File: config.mk
export PLATFORM = sky130hd
export DESIGN_NAME = pipelined_control_path
export DESIGN_NICKNAME = d
export VERILOG_FILES = /design/src/rtl/pipelined_control_path.sv
export SDC_FILE = /design/constraint.sdc
export NUM_CORES = 1
export LEC_CHECK = 0
export BUFFER_PORTS_ARGS = -buffer_cell sky130_fd_sc_hd__buf_4
export CORE_AREA = 4 4 52 66
export CTS_CLUSTER_DIAMETER = 40
export CTS_CLUSTER_SIZE = 12
export DETAILED_ROUTE_END_ITERATION = 8
export DIE_AREA = 0 0 56 70
export PLACE_DENSITY = 0.72
export SYNTH_ARGS = -nofsm -noshare
export SYNTH_HDL_FRONTEND = slang
export SYNTH_SLANG_ARGS = --single-unit
File: constraint.sdc
create_clock -name i_clk -period 2.16 [get_ports i_clk]
set_clock_uncertainty 0.15 [all_clocks]
set_input_delay 0.324 -clock i_clk [delete_from_list [all_inputs] [get_ports i_clk]]
set_output_delay 0.324 -clock i_clk [all_outputs]
set_load 0.02 [all_outputs]
File: src/rtl/pipelined_control_path.sv
// RV32I pipelined control path: ID decode, ID/EX, EX/MEM, MEM/WB control.
// Branch/jump resolution in EX self-flushes the wrong-path instruction.
module pipelined_control_path #(
  parameter int ALU_CTL_W          = 4,
  parameter int SUPPORT_SHIFTS     = 1,
  parameter int SUPPORT_EXT_BRANCH = 1
) (
  input  logic                 i_clk,
  input  logic                 i_rst_n,
  input  logic [6:0]           i_opcode,
  input  logic [2:0]           i_f3,
  input  logic                 i_f7_b5,
  input  logic                 i_flush_e,
  input  logic                 i_zero,
  input  logic                 i_lt,
  input  logic                 i_ltu,
  output logic [2:0]           o_imm_src_d,
  output logic                 o_illegal_d,
  output logic [ALU_CTL_W-1:0] o_alu_ctl_e,
  output logic                 o_alu_src_opa_e,
  output logic                 o_alu_src_opb_e,
  output logic [1:0]           o_pc_src_e,
  output logic                 o_flush_d,
  output logic                 o_load_e,
  output logic                 o_illegal_e,
  output logic                 o_mem_write_m,
  output logic                 o_reg_write_m,
  output logic [1:0]           o_result_src_m,
  output logic                 o_reg_write_w,
  output logic [1:0]           o_result_src_w
);

  typedef struct packed {
    logic [3:0] alu;
    logic       opa;
    logic       opb;
    logic       rw;
    logic       mw;
    logic [1:0] rs;
    logic       br;
    logic       jal;
    logic       jalr;
    logic       load;
    logic       ill;
    logic [2:0] f3;
  } id_ex_t;

  typedef struct packed {
    logic       rw;
    logic       mw;
    logic [1:0] rs;
  } ex_mem_t;

  typedef struct packed {
    logic       rw;
    logic [1:0] rs;
  } mem_wb_t;

  localparam logic [6:0] OP_R     = 7'b0110011;
  localparam logic [6:0] OP_I     = 7'b0010011;
  localparam logic [6:0] OP_L     = 7'b0000011;
  localparam logic [6:0] OP_S     = 7'b0100011;
  localparam logic [6:0] OP_B     = 7'b1100011;
  localparam logic [6:0] OP_JAL   = 7'b1101111;
  localparam logic [6:0] OP_JALR  = 7'b1100111;
  localparam logic [6:0] OP_LUI   = 7'b0110111;
  localparam logic [6:0] OP_AUIPC = 7'b0010111;

  localparam logic [3:0] A_ADD  = 4'd0;
  localparam logic [3:0] A_SUB  = 4'd1;
  localparam logic [3:0] A_AND  = 4'd2;
  localparam logic [3:0] A_OR   = 4'd3;
  localparam logic [3:0] A_XOR  = 4'd4;
  localparam logic [3:0] A_SLT  = 4'd5;
  localparam logic [3:0] A_SLTU = 4'd6;
  localparam logic [3:0] A_SLL  = 4'd7;
  localparam logic [3:0] A_SRL  = 4'd8;
  localparam logic [3:0] A_SRA  = 4'd9;

  localparam bit SH  = (SUPPORT_SHIFTS != 0);
  localparam bit EXT = (SUPPORT_EXT_BRANCH != 0);

  id_ex_t  dec;
  id_ex_t  ex_d, ex_q;
  ex_mem_t mem_d, mem_q;
  mem_wb_t wb_d, wb_q;
  logic [2:0] imm;
  logic       bad;
  logic       taken;

  always_comb begin
    dec = '0;
    imm = 3'b000;
    bad = 1'b0;
    unique case (i_opcode)
      OP_R: begin
        dec.rw = 1'b1;
        unique case (i_f3)
          3'b000: dec.alu = i_f7_b5 ? A_SUB : A_ADD;
          3'b001: begin dec.alu = A_SLL;  bad = !SH || i_f7_b5; end
          3'b010: begin dec.alu = A_SLT;  bad = i_f7_b5; end
          3'b011: begin dec.alu = A_SLTU; bad = i_f7_b5; end
          3'b100: begin dec.alu = A_XOR;  bad = i_f7_b5; end
          3'b101: begin
            dec.alu = i_f7_b5 ? A_SRA : A_SRL;
            bad     = !SH;
          end
          3'b110: begin dec.alu = A_OR;   bad = i_f7_b5; end
          default: begin dec.alu = A_AND; bad = i_f7_b5; end
        endcase
      end
      OP_I: begin
        dec.rw  = 1'b1;
        dec.opb = 1'b1;
        unique case (i_f3)
          3'b000: dec.alu = A_ADD;
          3'b001: begin dec.alu = A_SLL; bad = !SH; end
          3'b010: dec.alu = A_SLT;
          3'b011: dec.alu = A_SLTU;
          3'b100: dec.alu = A_XOR;
          3'b101: begin
            dec.alu = i_f7_b5 ? A_SRA : A_SRL;
            bad     = !SH;
          end
          3'b110: dec.alu = A_OR;
          default: dec.alu = A_AND;
        endcase
      end
      OP_L: begin
        dec.rw   = 1'b1;
        dec.opb  = 1'b1;
        dec.rs   = 2'b01;
        dec.load = 1'b1;
        bad      = (i_f3 != 3'b010);
      end
      OP_S: begin
        dec.mw  = 1'b1;
        dec.opb = 1'b1;
        imm     = 3'b001;
        bad     = (i_f3 != 3'b010);
      end
      OP_B: begin
        dec.br  = 1'b1;
        dec.alu = A_SUB;
        imm     = 3'b010;
        unique case (i_f3)
          3'b000: bad = 1'b0;
          3'b001, 3'b100, 3'b101,
          3'b110, 3'b111: bad = !EXT;
          default: bad = 1'b1;
        endcase
      end
      OP_JAL: begin
        dec.jal = 1'b1;
        dec.rw  = 1'b1;
        dec.opa = 1'b1;
        dec.opb = 1'b1;
        dec.rs  = 2'b10;
        imm     = 3'b011;
      end
      OP_JALR: begin
        dec.jalr = 1'b1;
        dec.rw   = 1'b1;
        dec.opb  = 1'b1;
        dec.rs   = 2'b10;
        bad      = (i_f3 != 3'b000);
      end
      OP_LUI: begin
        dec.rw = 1'b1;
        dec.rs = 2'b11;
        imm    = 3'b100;
      end
      OP_AUIPC: begin
        dec.rw  = 1'b1;
        dec.opa = 1'b1;
        dec.opb = 1'b1;
        imm     = 3'b100;
      end
      default: bad = 1'b1;
    endcase
    dec.f3 = i_f3;
    // An undecodable word must not write, branch or jump anywhere.
    if (bad) begin
      dec     = '0;
      dec.ill = 1'b1;
      imm     = 3'b000;
    end
  end

  assign o_imm_src_d = imm;
  assign o_illegal_d = bad;

  always_comb begin
    unique case (ex_q.f3)
      3'b000:  taken = i_zero;
      3'b001:  taken = !i_zero;
      3'b100:  taken = i_lt;
      3'b101:  taken = !i_lt;
      3'b110:  taken = i_ltu;
      3'b111:  taken = !i_ltu;
      default: taken = 1'b0;
    endcase
  end

  always_comb begin
    o_pc_src_e = 2'b00;
    unique case (1'b1)
      ex_q.jal:          o_pc_src_e = 2'b01;
      ex_q.jalr:         o_pc_src_e = 2'b10;
      ex_q.br && taken:  o_pc_src_e = 2'b01;
      default:           o_pc_src_e = 2'b00;
    endcase
  end

  assign o_flush_d = (o_pc_src_e != 2'b00);

  assign ex_d  = (i_flush_e | o_flush_d) ? '0 : dec;
  assign mem_d = '{rw: ex_q.rw, mw: ex_q.mw, rs: ex_q.rs};
  assign wb_d  = '{rw: mem_q.rw, rs: mem_q.rs};

  always_ff @(posedge i_clk) begin
    if (!i_rst_n) begin
      ex_q  <= '0;
      mem_q <= '0;
      wb_q  <= '0;
    end else begin
      ex_q  <= ex_d;
      mem_q <= mem_d;
      wb_q  <= wb_d;
    end
  end

  assign o_alu_ctl_e     = ALU_CTL_W'(ex_q.alu);
  assign o_alu_src_opa_e = ex_q.opa;
  assign o_alu_src_opb_e = ex_q.opb;
  assign o_load_e        = ex_q.load;
  assign o_illegal_e     = ex_q.ill;
  assign o_mem_write_m   = mem_q.mw;
  assign o_reg_write_m   = mem_q.rw;
  assign o_result_src_m  = mem_q.rs;
  assign o_reg_write_w   = wb_q.rw;
  assign o_result_src_w  = wb_q.rs;

endmodule

==> metrics.txt, run 1 <==
outcome finished, violations left; violated checks setup timing; first-pass GRT wire length 5050 um; Hold Crit Class primary input to flop; WP buf/inv 3; Clk pin slew, worst setup/hold paths 0.14 ns; CTS Buf Count 3; minimum period implied by the final worst setup slack 2.284 ns; CP delay by family, top simple AND/OR/NAND/NOR gates; sequential area share after synthesis 40.94%; most used cell, CP buf_4; Least-Margin Pin Slew 0.3966 ns; Fin Setup TNS -0.2422 ns; Max-Cap Viols 0; GRT overflow 0; hold_sp i_rst_n; via count 1,169; Crit Path Max Fanout 3; CTS tree built; Port Buffers 38; drt pass-1 iters 4; Vias/cell 5.150; DR iter-0 viols 24; nets 209; hold depth 2; Initial Util 42.70%; GP Congestion 0.8606; FILL cells 257; Crit path arrival time 1.81 ns; storage element area 501.7 um^2; syn avg cell area 9.055 um^2; vias in the first global route 1,145; Die Footprint 0.003920 mm^2; Die Y 70 um; worst-case hold slack 0.09920 ns; total I/O pin count 39; total power after layout 0.7860 mW; RSZ-0062 raised after global routing yes; Slew Viols, Final 0; launching element type of the critical path primary input; clock sink count 25; Final setup viols 3; number of synthesized flops with an enable pin 0; Top FF cell, synth dfxtp_1; largest net degree at the start of global routing 16; gate count after technology mapping 135; CTS Hold Bufs 0; Unique masters post-synth 43; Power Dens Cells 443.0 mW/mm^2; crit-path max cell delay 0.50 ns; DRC Markers 0; CP Cell Sequence buf_6 -> or3_4 -> or4b_4 -> a21boi_4 -> buf_4 -> a211oi_4 -> buf_4; R2R Path Start ex_q[2]; placeable core area 0.002863 mm^2; maximum vdd drop 257.8 uV; Worst R2R Path Depth 9; Root Buffer clkbuf_4; LEAKAGE 0.7478 nW; Hold Path End o_reg_write_w; Detail Route Antenna Nets 0; All-Layer GR Usage 15.38%; wire per inst 12.80 um; final hold viol count 0; Die X-Extent 56 um; final setup margin -0.1245 ns; Slew Limit Headroom 73.28%; layout cells sized above 1 45.03%; syn_nets 152; worst reg-to-reg setup slack 0.11 ns; Syn Std Cell Area 0.001222 mm^2; fin util 61.98%; FF+latch count, synth 25; Peak Freq 437.7 MHz; initial antenna violation count 0; period utilisation layout 105.8%; Crit-path slowest cell or4b_4; Layout Area Growth over Synthesis 45.14%; CP Capture Type primary output; reg2reg end o_alu_ctl_e[1]; Detailed Place HPWL 2292 um; Multi-input gate area 679.4 um^2; Total Wirelength 2905 um; fraction of registers with async set/reset 0%; Critical Path RT 1.69 ns; Cell Rows 22; H-Tree Depth 1; ANT cells 0; synth warn 0; clk_lat worst skew 0.31 ns; Crit Path Category primary input to primary output; clk buf depth 2
[registers in the layout, indices dropped and copies added (netlist names)]
register,cells
o_reg_write_m,1
o_load_e,1
o_illegal_e,1
o_result_src_w,2
o_result_src_m,2
o_alu_src_opa_e,1
ex_q,10
o_alu_src_opb_e,1
o_mem_write_m,1
o_alu_ctl_e,4
o_reg_write_w,1
[worst max-delay path by stage]
stage,from,to,depth (start not counted)
6_report,i_opcode[6],o_imm_src_d[0],7
5_1_grt,i_opcode[6],o_imm_src_d[0],7
4_1_cts,i_opcode[6],o_imm_src_d[0],7
3_5_place_dp,i_opcode[6],o_imm_src_d[0],7
3_3_place_gp,i_opcode[6],o_imm_src_d[0],7
2_1_floorplan,i_opcode[6],o_imm_src_d[1],6
[cells by family (layout without fill, tap and decap cells)]
family	Yosys count	in the layout	synth area share [%]
mux	4	4	3.480
simple gates	74	74	36.64
flops	25	25	40.94
compound gates	16	16	10.13
buf+inv	15	71	8.085
xor+xnor	1	1	0.7166
[through the flow]
stage	area, um^2	setup slack [ns]	cells
final	1774	-0.1245	227
after global routing	1774	-0.1767	227
after floorplan	1246	-0.08952	135
after global placement	1639	-0.1243	216
after CTS	1720	-0.1225	224
after detailed placement	1639	-0.1404	216
[power breakdown]
group          switching, mW  internal (mW)  total (mW)  leakage (nW)
registers           0.000657          0.463       0.464         0.202
logic                 0.0558         0.0625       0.118         0.532
clock network          0.134         0.0705       0.204        0.0139
total                  0.190          0.596       0.786         0.748
[cell type report]
| type | instances | share of cell area [%] |
|---|---|---|
| repair buffers | 66 | 28.98 |
| well taps | 36 | 2.539 |
| multi-input cells | 95 | 38.29 |
| clock buffers | 3 | 1.269 |
| clock inverters | 1 | 0.4231 |
| inverters | 1 | 0.2116 |
| flip-flops and latches | 25 | 28.28 |
[synth_stat cells, drive strengths merged, types with 3 or more instances]
master  instances  area, um^2
nor4           12       75.07
nand3           6       30.03
clkbuf          5       22.52
buf             9       72.56
o21ai           4       20.02
nand2           9       33.78
nor3            3       15.01
nor3b           3       22.52
nor4b           4       35.03
and2           10       62.56
nor2            7       26.28
nand4           3       18.77
dfxtp          25       500.5
[layout by cell type, fill, tap and decap left out, types with 3 or more instances in the layout]
| cell type | Yosys | layout |
|---|---|---|
| buf_4 | 6 | 61 |
| dfxtp_1 | 25 | 24 |
| and2_1 | 10 | 10 |
| nor4_1 | 12 | 10 |
| nand2_1 | 9 | 9 |
| nor2_1 | 7 | 7 |
| nand3_1 | 6 | 6 |
| buf_6 | 2 | 5 |
| o21ai_0 | 4 | 4 |
| nand4_1 | 3 | 3 |
| nor3b_1 | 3 | 3 |
| clkbuf_4 | 1 | 3 |
[what timing repair did]
item / 4_1_cts / 5_1_grt
gates resized for setup: 6 / 6
pin swaps: 0 / 1
buffers inserted: 4 / 3
setup endpoints to repair: 4 / 8
[layer usage]
layer | share of wire, % | global-route usage, % | wire [um]
met1 | 43 | 18.71 | 1260
met2 | 50 | 26.14 | 1440
met3 | 5.3 | 2.588 | 153
met4 | 1.8 | 6.860 | 51
met5 | 0 | 0 | 0
No activity file was read; power rests on OpenSTA's default activity.
==> run 2: changes to the inputs <==
==> config.mk (replaced) <==
export PLATFORM = sky130hd
export DESIGN_NAME = pipelined_control_path
export DESIGN_NICKNAME = d
export VERILOG_FILES = /design/src/rtl/pipelined_control_path.sv
export SDC_FILE = /design/constraint.sdc
export NUM_CORES = 1
export LEC_CHECK = 0
export CORE_AREA = 4 4 48 60
export CTS_CLUSTER_DIAMETER = 40
export CTS_CLUSTER_SIZE = 12
export DETAILED_ROUTE_END_ITERATION = 8
export DIE_AREA = 0 0 52 64
export DONT_BUFFER_PORTS = 1
export PLACE_DENSITY = 0.74
export SYNTH_ARGS = -nofsm -noshare
export SYNTH_HDL_FRONTEND = slang
export SYNTH_SLANG_ARGS = --single-unit
==> run 2 against run 1 <==
Effect of this change: the run now ends clean; power shrank 6.9%; sequential cell count is the same; largest power group unchanged; critical endpoint is now o_illegal_d; worst hold slack lost 0.082 ns; sequential power is essentially flat; core utilization shrank 2.6 points; routed wire length shrank 11%; sequential share of layout area grew 7.3 points; worst setup slack gained 0.16 ns; via count shrank 16%; combinational power shrank 44%.
==> metrics.txt, run 2 (synthesized netlist as in run 1, its figures left out) <==
LEAKAGE 0.5018 nW (-33%); Crit Path Category primary input to primary output; CTS Buf Count 3 (unchanged); Die Y 64 um (-8.6%); Final setup viols 0 (-3); Layout Area Growth over Synthesis 15.46%; period utilisation layout 98.34% (-7.4 points); total power after layout 0.7318 mW (-6.9%); H-Tree Depth 1 (unchanged); initial antenna violation count 0 (unchanged); GP Congestion 0.8566 (-0.46%); All-Layer GR Usage 16.52% (+1.1 points); storage element area 501.7 um^2 (unchanged); dpl cells 163 (-25%); Cell Rows 20 (-9.1%); nets 162 (-22%); Die X-Extent 52 um (-7.1%); Critical Path RT 1.69 ns (about the same); DRC Markers 0 (unchanged); Least-Margin Pin Slew 0.4870 ns (+0.09040 ns); most frequent cells in the layout 24 x dfxtp_1, 12 x nor4_1, 12 x buf_4; total I/O pin count 39 (unchanged); Crit-path slowest cell or4b_4; Detail Route Antenna Nets 0 (unchanged); vias in the first global route 962 (-16%); hold_sp i_f3[2]; RSZ-0062 raised after global routing yes; Slew Limit Headroom 67.07% (-6.2 points); final hold viol count 0 (unchanged); CP Capture Type primary output; Hold Crit Class primary input to flop; Detailed Place HPWL 1941 um (-15%); clk_lat worst skew 0.30 ns (about the same); Vias/cell 5.542 (+7.6%); maximum vdd drop 221.5 uV (-14%); Initial Util 51.42% (+8.7 points); first-pass GRT wire length 4305 um (-15%); Port Buffers 0 (-100%); worst reg-to-reg setup slack 0.23 ns (+0.12 ns); CP Cell Sequence or3_4 -> or4b_4 -> a21boi_4 -> or2_4; Total Wirelength 2580 um (-11%); placeable core area 0.002377 mm^2 (-17%); outcome completed; Slew Viols, Final 0 (unchanged); DR iter-0 viols 22 (-8.3%); Peak Freq 470.8 MHz (+7.5%); Root Buffer clkbuf_4; Power Dens Cells 518.5 mW/mm^2 (+17%); wire per inst 14.58 um (+14%); WP buf/inv 0 (-3); clk buf depth 2 (unchanged); drt pass-1 iters 4 (unchanged); GRT overflow 0 (unchanged); Worst R2R Path Depth 7 (-2); ANT cells 0 (unchanged); reg2reg end o_alu_src_opb_e; Crit path arrival time 1.65 ns (-0.16 ns); largest net degree at the start of global routing 16 (unchanged); Die Footprint 0.003328 mm^2 (-15%); CP delay by family, top simple AND/OR/NAND/NOR gates; hold depth 1 (-1); layout cells sized above 1 22.92% (-22 points); Hold Path End ex_q[2]; Top reg by flops ex_q; final std cells w/o fill 177 (-22%); crit-path max cell delay 0.50 ns (about the same); max reg flops 10 (unchanged); FILL cells 217 (-16%); Max-Cap Viols 0 (unchanged); minimum period implied by the final worst setup slack 2.124 ns (-0.1604 ns); Multi-input gate area 671.9 um^2 (-1.1%); via count 981 (-16%); commonest non-fill, non-tap cell in the layout dfxtp_1; CTS tree built; launching element type of the critical path primary input; Clk pin slew, worst setup/hold paths 0.13 ns (about the same); clock sink count 25 (unchanged); Crit Path Max Fanout 6 (+3); R2R Path Start ex_q[2]
[run 2: cell count changes in the layout (fill, tap and decap cells not counted), sizes merged]
cell	previous run	this run
buf	66	14
dlygate4sd3	0	5
[run 2: worst max-delay path by stage]
stage                     endpoint  cells after the start         from  slack (ns)
floorplan           o_imm_src_d[1]                      6  i_opcode[6]       -0.09
global placement       o_illegal_d                      4  i_opcode[6]        0.04
detailed placement     o_illegal_d                      4  i_opcode[6]        0.03
CTS                      o_flush_d                      4      ex_q[2]        0.02
global route           o_illegal_d                      4  i_opcode[6]       -0.02
finish                 o_illegal_d                      4  i_opcode[6]        0.04
[run 2: layer usage]
layer | wire (um) | track usage [%] | vias to the layer above | share of wire [%]
li1 | - | - | 504 | -
met1 | 1109 | 20.64 | 439 | 43
met2 | 1246 | 27.83 | 36 | 48
met3 | 193 | 2.797 | 2 | 7.5
met4 | 30 | 5.902 | 0 | 1.2
met5 | 0 | 0 | - | 0
[run 2: through the flow]
| stage | utilization, % | worst slack (ns) | hold WS, ns | instance area [um^2] | TNS [ns] |
|---|---|---|---|---|---|
| 2_1_floorplan | - | -0.08952 | 0.2618 | 1246 | -0.2375 |
| 3_3_place_gp | 53.00 | 0.03903 | 0.2691 | 1260 | 0 |
| 3_5_place_dp | 53.00 | 0.02759 | 0.2736 | 1260 | 0 |
| 4_1_cts | 56.68 | 0.01563 | 0.01476 | 1348 | 0 |
| 5_1_grt | 59.37 | -0.01673 | 0.002019 | 1411 | -0.03329 |
| 6_report | 59.37 | 0.03587 | 0.01762 | 1411 | 0 |
[run 2: power breakdown]
part | switching [mW] | internal [mW]
combinational | 0.0308 | 0.0353
sequential | 0.00252 | 0.463
clock | 0.130 | 0.0704
total | 0.163 | 0.569
[run 2: layout make-up]
type	count	share of cell area, %
clock inverters	1	0.5319
repair buffers	19	11.52
inverters	1	0.2660
multi-input cells	95	47.61
flip-flops and latches	25	35.55
clock buffers	3	1.596
well taps	33	2.926
[run 2: what timing repair did]
item                                    4_1_cts  5_1_grt
gates resized for setup                       3        6
pin swaps                                     0        3
hold endpoints to repair                      8        2
hold buffers                                  3        2
setup buffers                                 2        3
endpoints found under the setup margin        1        4
